===== config.mk =====
export PLATFORM = sky130hd
export DESIGN_NAME = l2_addsub_seq
export DESIGN_NICKNAME = d
export VERILOG_FILES = /design/src/rtl/l2_pkg.sv /design/src/rtl/l2_chunk_adder.sv /design/src/rtl/l2_addsub_seq.sv
export SDC_FILE = /design/constraint.sdc
export NUM_CORES = 1
export LEC_CHECK = 0
export CAP_MARGIN = 20
export CORE_MARGIN = 2
export CORE_UTILIZATION = 25
export CTS_CLUSTER_DIAMETER = 80
export DETAILED_ROUTE_END_ITERATION = 10
export GPL_TIMING_DRIVEN = 0
export HOLD_SLACK_MARGIN = 0.08
export PLACE_DENSITY = 0.55
export SLEW_MARGIN = 15
export SYNTH_ARGS = -nofsm -noshare
export SYNTH_HDL_FRONTEND = slang
export SYNTH_HIERARCHICAL = 1
export SYNTH_SLANG_ARGS = --single-unit

===== constraint.sdc =====
create_clock -name clk -period 4 [get_ports clk]
set_input_delay 0.8 -clock clk [delete_from_list [all_inputs] [get_ports clk]]
set_output_delay 0.8 -clock clk [all_outputs]
set_load 0.005 [all_outputs]

===== src/rtl/l2_pkg.sv =====
// Shared definitions for the Lab2 multi-cycle add/subtract unit:
// FSM state encoding and LED bit positions.
package l2_pkg;

  typedef enum logic [1:0] {
    ST_IDLE = 2'd0,
    ST_RUN  = 2'd1,
    ST_DONE = 2'd2
  } l2_state_e;

  localparam int unsigned LED_RDY      = 0;
  localparam int unsigned LED_STATE_LO = 1;
  localparam int unsigned LED_STATE_HI = 2;
  localparam int unsigned LED_BUSY     = 3;
  localparam int unsigned LED_NEG      = 4;
  localparam int unsigned LED_ZERO     = 5;
  localparam int unsigned LED_COUT     = 6;
  localparam int unsigned LED_OVF      = 7;

endpackage


===== src/rtl/l2_chunk_adder.sv =====
// Combinational CHUNK-bit ripple adder built from full-adder cells; also
// exposes the carry into the top bit so the caller can derive signed overflow.
module l2_chunk_adder #(
  parameter int CHUNK = 4
) (
  input  logic [CHUNK-1:0] a,
  input  logic [CHUNK-1:0] b,
  input  logic             cin,
  output logic [CHUNK-1:0] sum,
  output logic             cout,
  output logic             c_msb_in
);

  logic [CHUNK:0] c;

  always_comb begin
    c    = '0;
    sum  = '0;
    c[0] = cin;
    for (int unsigned i = 0; i < CHUNK; i++) begin
      sum[i]  = a[i] ^ b[i] ^ c[i];
      c[i+1]  = (a[i] & b[i]) | (c[i] & (a[i] ^ b[i]));
    end
  end

  assign cout     = c[CHUNK];
  assign c_msb_in = c[CHUNK-1];

endmodule


===== src/rtl/l2_addsub_seq.sv =====
// Multi-cycle WIDTH-bit add/subtract: CHUNK bits per clock, lowest chunk first,
// with registered flags, busy level and a one-cycle ready pulse.
module l2_addsub_seq #(
  parameter int WIDTH = 16,
  parameter int CHUNK = 4
) (
  input  logic             clk,
  input  logic             Gl_rst,
  input  logic             Gl_adder_start,
  input  logic             Gl_subtract,
  input  logic [WIDTH-1:0] Gl_r1,
  input  logic [WIDTH-1:0] Gl_r2,
  output logic [WIDTH-1:0] L2_adder_data,
  output logic             L2_adder_rdy,
  output logic             L2_busy,
  output logic             L2_cout,
  output logic             L2_ovf,
  output logic             L2_zero,
  output logic             L2_neg,
  output logic [7:0]       L2_led
);
  import l2_pkg::*;

  localparam int NCHUNK = WIDTH / CHUNK;
  localparam int IDXW   = (NCHUNK > 1) ? $clog2(NCHUNK) : 1;
  localparam logic [IDXW-1:0] LAST_IDX = IDXW'(NCHUNK - 1);

  if ((CHUNK < 1) || (WIDTH % CHUNK != 0)) begin : g_bad_params
    $error("l2_addsub_seq: WIDTH must be a non-zero multiple of CHUNK");
  end

  l2_state_e        state_q, state_d;
  logic [WIDTH-1:0] a_q, a_d, b_q, b_d, res_q, res_d, data_q, data_d;
  logic [IDXW-1:0]  idx_q, idx_d;
  logic             carry_q, carry_d;
  logic             rdy_q, rdy_d, busy_q, busy_d;
  logic             cout_q, cout_d, ovf_q, ovf_d, zero_q, zero_d, neg_q, neg_d;

  logic [CHUNK-1:0] sum_chunk;
  logic             c_out, c_msb;
  logic [WIDTH-1:0] res_next;

  l2_chunk_adder #(.CHUNK(CHUNK)) u_chunk (
    .a        (a_q[int'(idx_q)*CHUNK +: CHUNK]),
    .b        (b_q[int'(idx_q)*CHUNK +: CHUNK]),
    .cin      (carry_q),
    .sum      (sum_chunk),
    .cout     (c_out),
    .c_msb_in (c_msb)
  );

  always_comb begin
    res_next = res_q;
    res_next[int'(idx_q)*CHUNK +: CHUNK] = sum_chunk;
  end

  always_comb begin
    state_d = state_q;
    a_d     = a_q;
    b_d     = b_q;
    res_d   = res_q;
    data_d  = data_q;
    idx_d   = idx_q;
    carry_d = carry_q;
    rdy_d   = 1'b0;
    busy_d  = busy_q;
    cout_d  = cout_q;
    ovf_d   = ovf_q;
    zero_d  = zero_q;
    neg_d   = neg_q;
    unique case (state_q)
      ST_IDLE: begin
        if (Gl_adder_start) begin
          // Subtraction is A + ~B + 1: the +1 enters as the initial carry.
          state_d = ST_RUN;
          a_d     = Gl_r1;
          b_d     = Gl_subtract ? ~Gl_r2 : Gl_r2;
          carry_d = Gl_subtract;
          idx_d   = '0;
          res_d   = '0;
          busy_d  = 1'b1;
        end
      end
      ST_RUN: begin
        res_d   = res_next;
        carry_d = c_out;
        if (idx_q == LAST_IDX) begin
          state_d = ST_DONE;
          idx_d   = '0;
          rdy_d   = 1'b1;
          data_d  = res_next;
          cout_d  = c_out;
          ovf_d   = c_msb ^ c_out;
          zero_d  = (res_next == '0);
          neg_d   = res_next[WIDTH-1];
        end else begin
          idx_d = idx_q + 1'b1;
        end
      end
      ST_DONE: begin
        state_d = ST_IDLE;
        busy_d  = 1'b0;
      end
      default: begin
        state_d = ST_IDLE;
        busy_d  = 1'b0;
      end
    endcase
  end

  always_ff @(posedge clk or posedge Gl_rst) begin
    if (Gl_rst) begin
      state_q <= ST_IDLE;
      a_q     <= '0;
      b_q     <= '0;
      res_q   <= '0;
      data_q  <= '0;
      idx_q   <= '0;
      carry_q <= 1'b0;
      rdy_q   <= 1'b0;
      busy_q  <= 1'b0;
      cout_q  <= 1'b0;
      ovf_q   <= 1'b0;
      zero_q  <= 1'b0;
      neg_q   <= 1'b0;
    end else begin
      state_q <= state_d;
      a_q     <= a_d;
      b_q     <= b_d;
      res_q   <= res_d;
      data_q  <= data_d;
      idx_q   <= idx_d;
      carry_q <= carry_d;
      rdy_q   <= rdy_d;
      busy_q  <= busy_d;
      cout_q  <= cout_d;
      ovf_q   <= ovf_d;
      zero_q  <= zero_d;
      neg_q   <= neg_d;
    end
  end

  assign L2_adder_data = data_q;
  assign L2_adder_rdy  = rdy_q;
  assign L2_busy       = busy_q;
  assign L2_cout       = cout_q;
  assign L2_ovf        = ovf_q;
  assign L2_zero       = zero_q;
  assign L2_neg        = neg_q;

  always_comb begin
    L2_led                            = '0;
    L2_led[LED_RDY]                   = rdy_q;
    L2_led[LED_STATE_HI:LED_STATE_LO] = 2'(state_q);
    L2_led[LED_BUSY]                  = busy_q;
    L2_led[LED_NEG]                   = neg_q;
    L2_led[LED_ZERO]                  = zero_q;
    L2_led[LED_COUT]                  = cout_q;
    L2_led[LED_OVF]                   = ovf_q;
  end

endmodule

==> impl_results.md <==
* Outcome: finished clean
* Syn Area/Cell at approximately 11 um^2
* Max-slew headroom at a little under three fifths
* Area contributors post-synth: dfrtp_1 50%, mux2_2 5.2%, mux4_2 4.9%
* Worst endpoint required time at between 4 and 5 ns
* Clk_lat worst skew at between 0.3 and 0.4 ns
* Worst setup EP type: flop
* FF+latch count, synth at 74
* R2R cell count at 13
* Max_cap viols at 0
* Clk sinks at 74
* RSZ-0062 raised after global routing: no
* Reg-to-reg slack, setup at 0.23 ns
* Area grow syn2layout at 33.06%
* Dpl cell area at 4602 um^2
* Hold-fix buffers at CTS at 0
* Syn nets at 380
* N_diodes at 0
* Total track usage at roughly 12%
* Worst VDD drop at 0.4713 mV
* Gr ovfl total at 0
* Max Fclk at between 200 and 300 MHz
* Sequential-to-total area share from yosys stat at 49.93%
* DRT Wirelength at around 8.6 mm
* Critical path arrival at approximately 4.0 ns
* Clock share of power at between 15 and 20%
* Reg clk slew, reported paths at 0.06 ns
* Via count at about 2700
* Yosys warns at 6
* Non-filler instance count after layout at roughly 600
* Skew final at 0.009234 ns
* Cell Count Post-Placement at approximately 600
* Switch share at between 40 and 50%
* Largest net degree at the start of global routing at 43
* WL per Instance at around 14 um
* Switching power at roughly 1.9 mW
* Primary FF master, synth: dfrtp_1
* Num CTS Buffers at 9
* 1st-pass router iterations at 4
* Min-delay src: L2_adder_data[14]$_DFFE_PP0P_
* FF-to-FF End: L2_zero$_DFFE_PP0P_
* Slew Viols, Final at 0
* Asr flop ratio synth at 100.0%
* CTS Buffer Depth at 2
* Layout net count at ~450
* Worst Path Max Fanout at 10
* Gate power share at 53.3%
* End of the worst hold path: L2_adder_data[14]$_DFFE_PP0P_
* Internal at ~2.7 mW
* Final worst-path cycle share at between 90% and 100%
* Starting Density at between 20% and 30%
* Actual slew at the worst max-slew pin at around 0.65 ns
* Most common cell in the synthesized netlist: dfrtp_1
* Critical Path Source Type: flop
* Initial antenna violation count at 0
* Worst r2r src: idx_q[0]$_DFFE_PP0P_
* Core ar. at 14530 um^2
* Worst hold path depth at 2
* Die width at 125.8 um
* Worst Hold Class: flop to flop
* Initial DRC count at between 100 and 150
* Post-synth top cells: 74 x dfrtp_1, 33 x a21oi_1, 25 x nand2_1, 24 x nor2_1
* Final Wtd Congestion at ~0.8
* PwrDens at about 930 nW/um^2
* Syn Inst Count at 334
* DR vias/cell at between 4 and 5
* Endpoints failing hold at 0
* Post-CTS Repair Setup Buffers at 0
* Tmin final at 3.770 ns
* Synth top area share at 49.93%
* Hold slack at approximately 0.48 ns
* Leakage power at between 2 and 2.5 nW
* DRC Markers at 0
* Synth area leader: dfrtp_1
* Crit path kind: flop to flop
* First-pass GRT wire length at between 10 and 15 mm
* Mapped Area at roughly 3700 um^2
* Endpoints failing setup at 0
* TritonCTS clock tree: yes
* Fin area at 4935 um^2
* Die Y at between 100 and 150 um
* Vias in the first global route at 2842
* Layout cells sized above 1 at ~18%
* Post-route ant nets at 0
* Port buffer count at between 60 and 70
* H-tree Lvls at 3
* Pwr Total at about 4.6 mW
* Die area at approximately 16000 um^2
* DP Wirelength at approximately 6.2 mm
* Netlist cell types at 43
* Flop pwr share at a little over a quarter
* Io pins at 66
* Root buf cell: clkbuf_16
* Num rows at 44
* Number of synthesized flops with an enable pin at 0
-- power groups by stage --
| stage | clock network, mW | logic [mW] | registers [mW] |
|---|---|---|---|
| 6_report | 0.894 | 2.44 | 1.24 |
| 5_1_grt | 0.943 | 2.68 | 1.29 |
| 4_1_cts | 0.912 | 2.46 | 1.25 |
| 3_5_place_dp | 0 | 2.45 | 1.27 |
| 3_3_place_gp | 0 | 2.42 | 1.24 |
| 2_1_floorplan | 0 | 1.57 | 1.22 |
-- stage by stage --
| step | TNS, ns | utilization [%] | worst slack (ns) |
|---|---|---|---|
| final | 0 | 33.95 | 0.2300 |
| after global routing | 0 | 33.95 | 0.04310 |
| after CTS | 0 | 33.96 | 0.07785 |
| after detailed placement | -0.1926 | 31.66 | -0.1926 |
| after global placement | -0.1324 | 31.51 | -0.1324 |
| after floorplan | 0 | - | 0.4677 |
-- area by class of cell --
class / count / area (um^2)
fillers: 1519 / 9599
inverters: 14 / 55.05
clock inverters: 6 / 96.34
repair buffers: 65 / 660.6
well taps: 184 / 230.2
clock buffers: 10 / 239.0
flip-flops and latches: 74 / 1852
multi-input cells: 217 / 1650
plain buffers: 27 / 151.4
-- routing by layer --
| metal | up-vias | wire, um | GRT usage, % |
|---|---|---|---|
| met5 | - | 0 | 0 |
| met4 | 0 | 103 | 2.780 |
| met3 | 9 | 316 | 2.634 |
| met2 | 51 | 4258 | 19.87 |
| met1 | 1335 | 3971 | 14.74 |
| li1 | 1308 | - | - |
-- critical path: stages (launching register included) --
cell and delay, ns:
dfrtp_1 0.40, buf_2 0.23, buf_4 0.27, mux4_2 0.55, fa_1 0.42, inv_1 0.07, fa_1 0.18, fa_1 0.17
inv_1 0.07, fa_2 0.70, nor2_1 0.11, a211o_1 0.28, nand4_1 0.11, o31ai_1 0.08
-- repair_timing --
action                                  CTS  global route
resized for setup                         1             1
endpoints found under the setup margin    1             1
pin swaps                                 0             0
-- kinds of logic after synthesis --
family                   after synthesis  share of synthesized area (%)
buffers and inverters                 43                          5.634
XOR/XNOR                              17                          4.015
AO/OA/AOI/OAI                         80                          13.83
AND/OR/NAND/NOR                       84                          12.11
flip-flops                            74                          49.93
multiplexers                          26                          10.29
adder cells (fa/ha/maj)               10                          4.184
-- worst max-delay path by stage --
stage	startpoint	endpoint	slack, ns
finish	idx_q[0]$_DFFE_PP0P_	L2_zero$_DFFE_PP0P_	0.23
detailed placement	idx_q[0]$_DFFE_PP0P_	L2_zero$_DFFE_PP0P_	-0.19
CTS	idx_q[0]$_DFFE_PP0P_	L2_zero$_DFFE_PP0P_	0.08
global route	idx_q[0]$_DFFE_PP0P_	L2_zero$_DFFE_PP0P_	0.04
floorplan	idx_q[0]$_DFFE_PP0P_	L2_zero$_DFFE_PP0P_	0.47
global placement	idx_q[0]$_DFFE_PP0P_	L2_zero$_DFFE_PP0P_	-0.13
-- cell usage in the layout (no fill, tap or decap), drive strengths merged, types with 2 or more instances in the layout --
master	instances
a32o	14
xnor2	17
bufinv	2
mux2	17
nor2	26
dfrtp	74
ha	6
nand2	26
inv	16
mux4	8
buf	22
o31ai	3
clkbuf	16
o22ai	3
nor2b	16
a21oi	33
o21ai	22
nand3b	3
nor4	3
nor3b	2
clkdlybuf4s50	64
fa	4
-- flip-flops by register name, summed over array words and instances (netlist names), 2 cells and up --
name,count
state_q,2
idx_q,2
res_q,16
L2_adder_data,16
a_q,16
b_q,16
(Power assumes the default switching activity.)
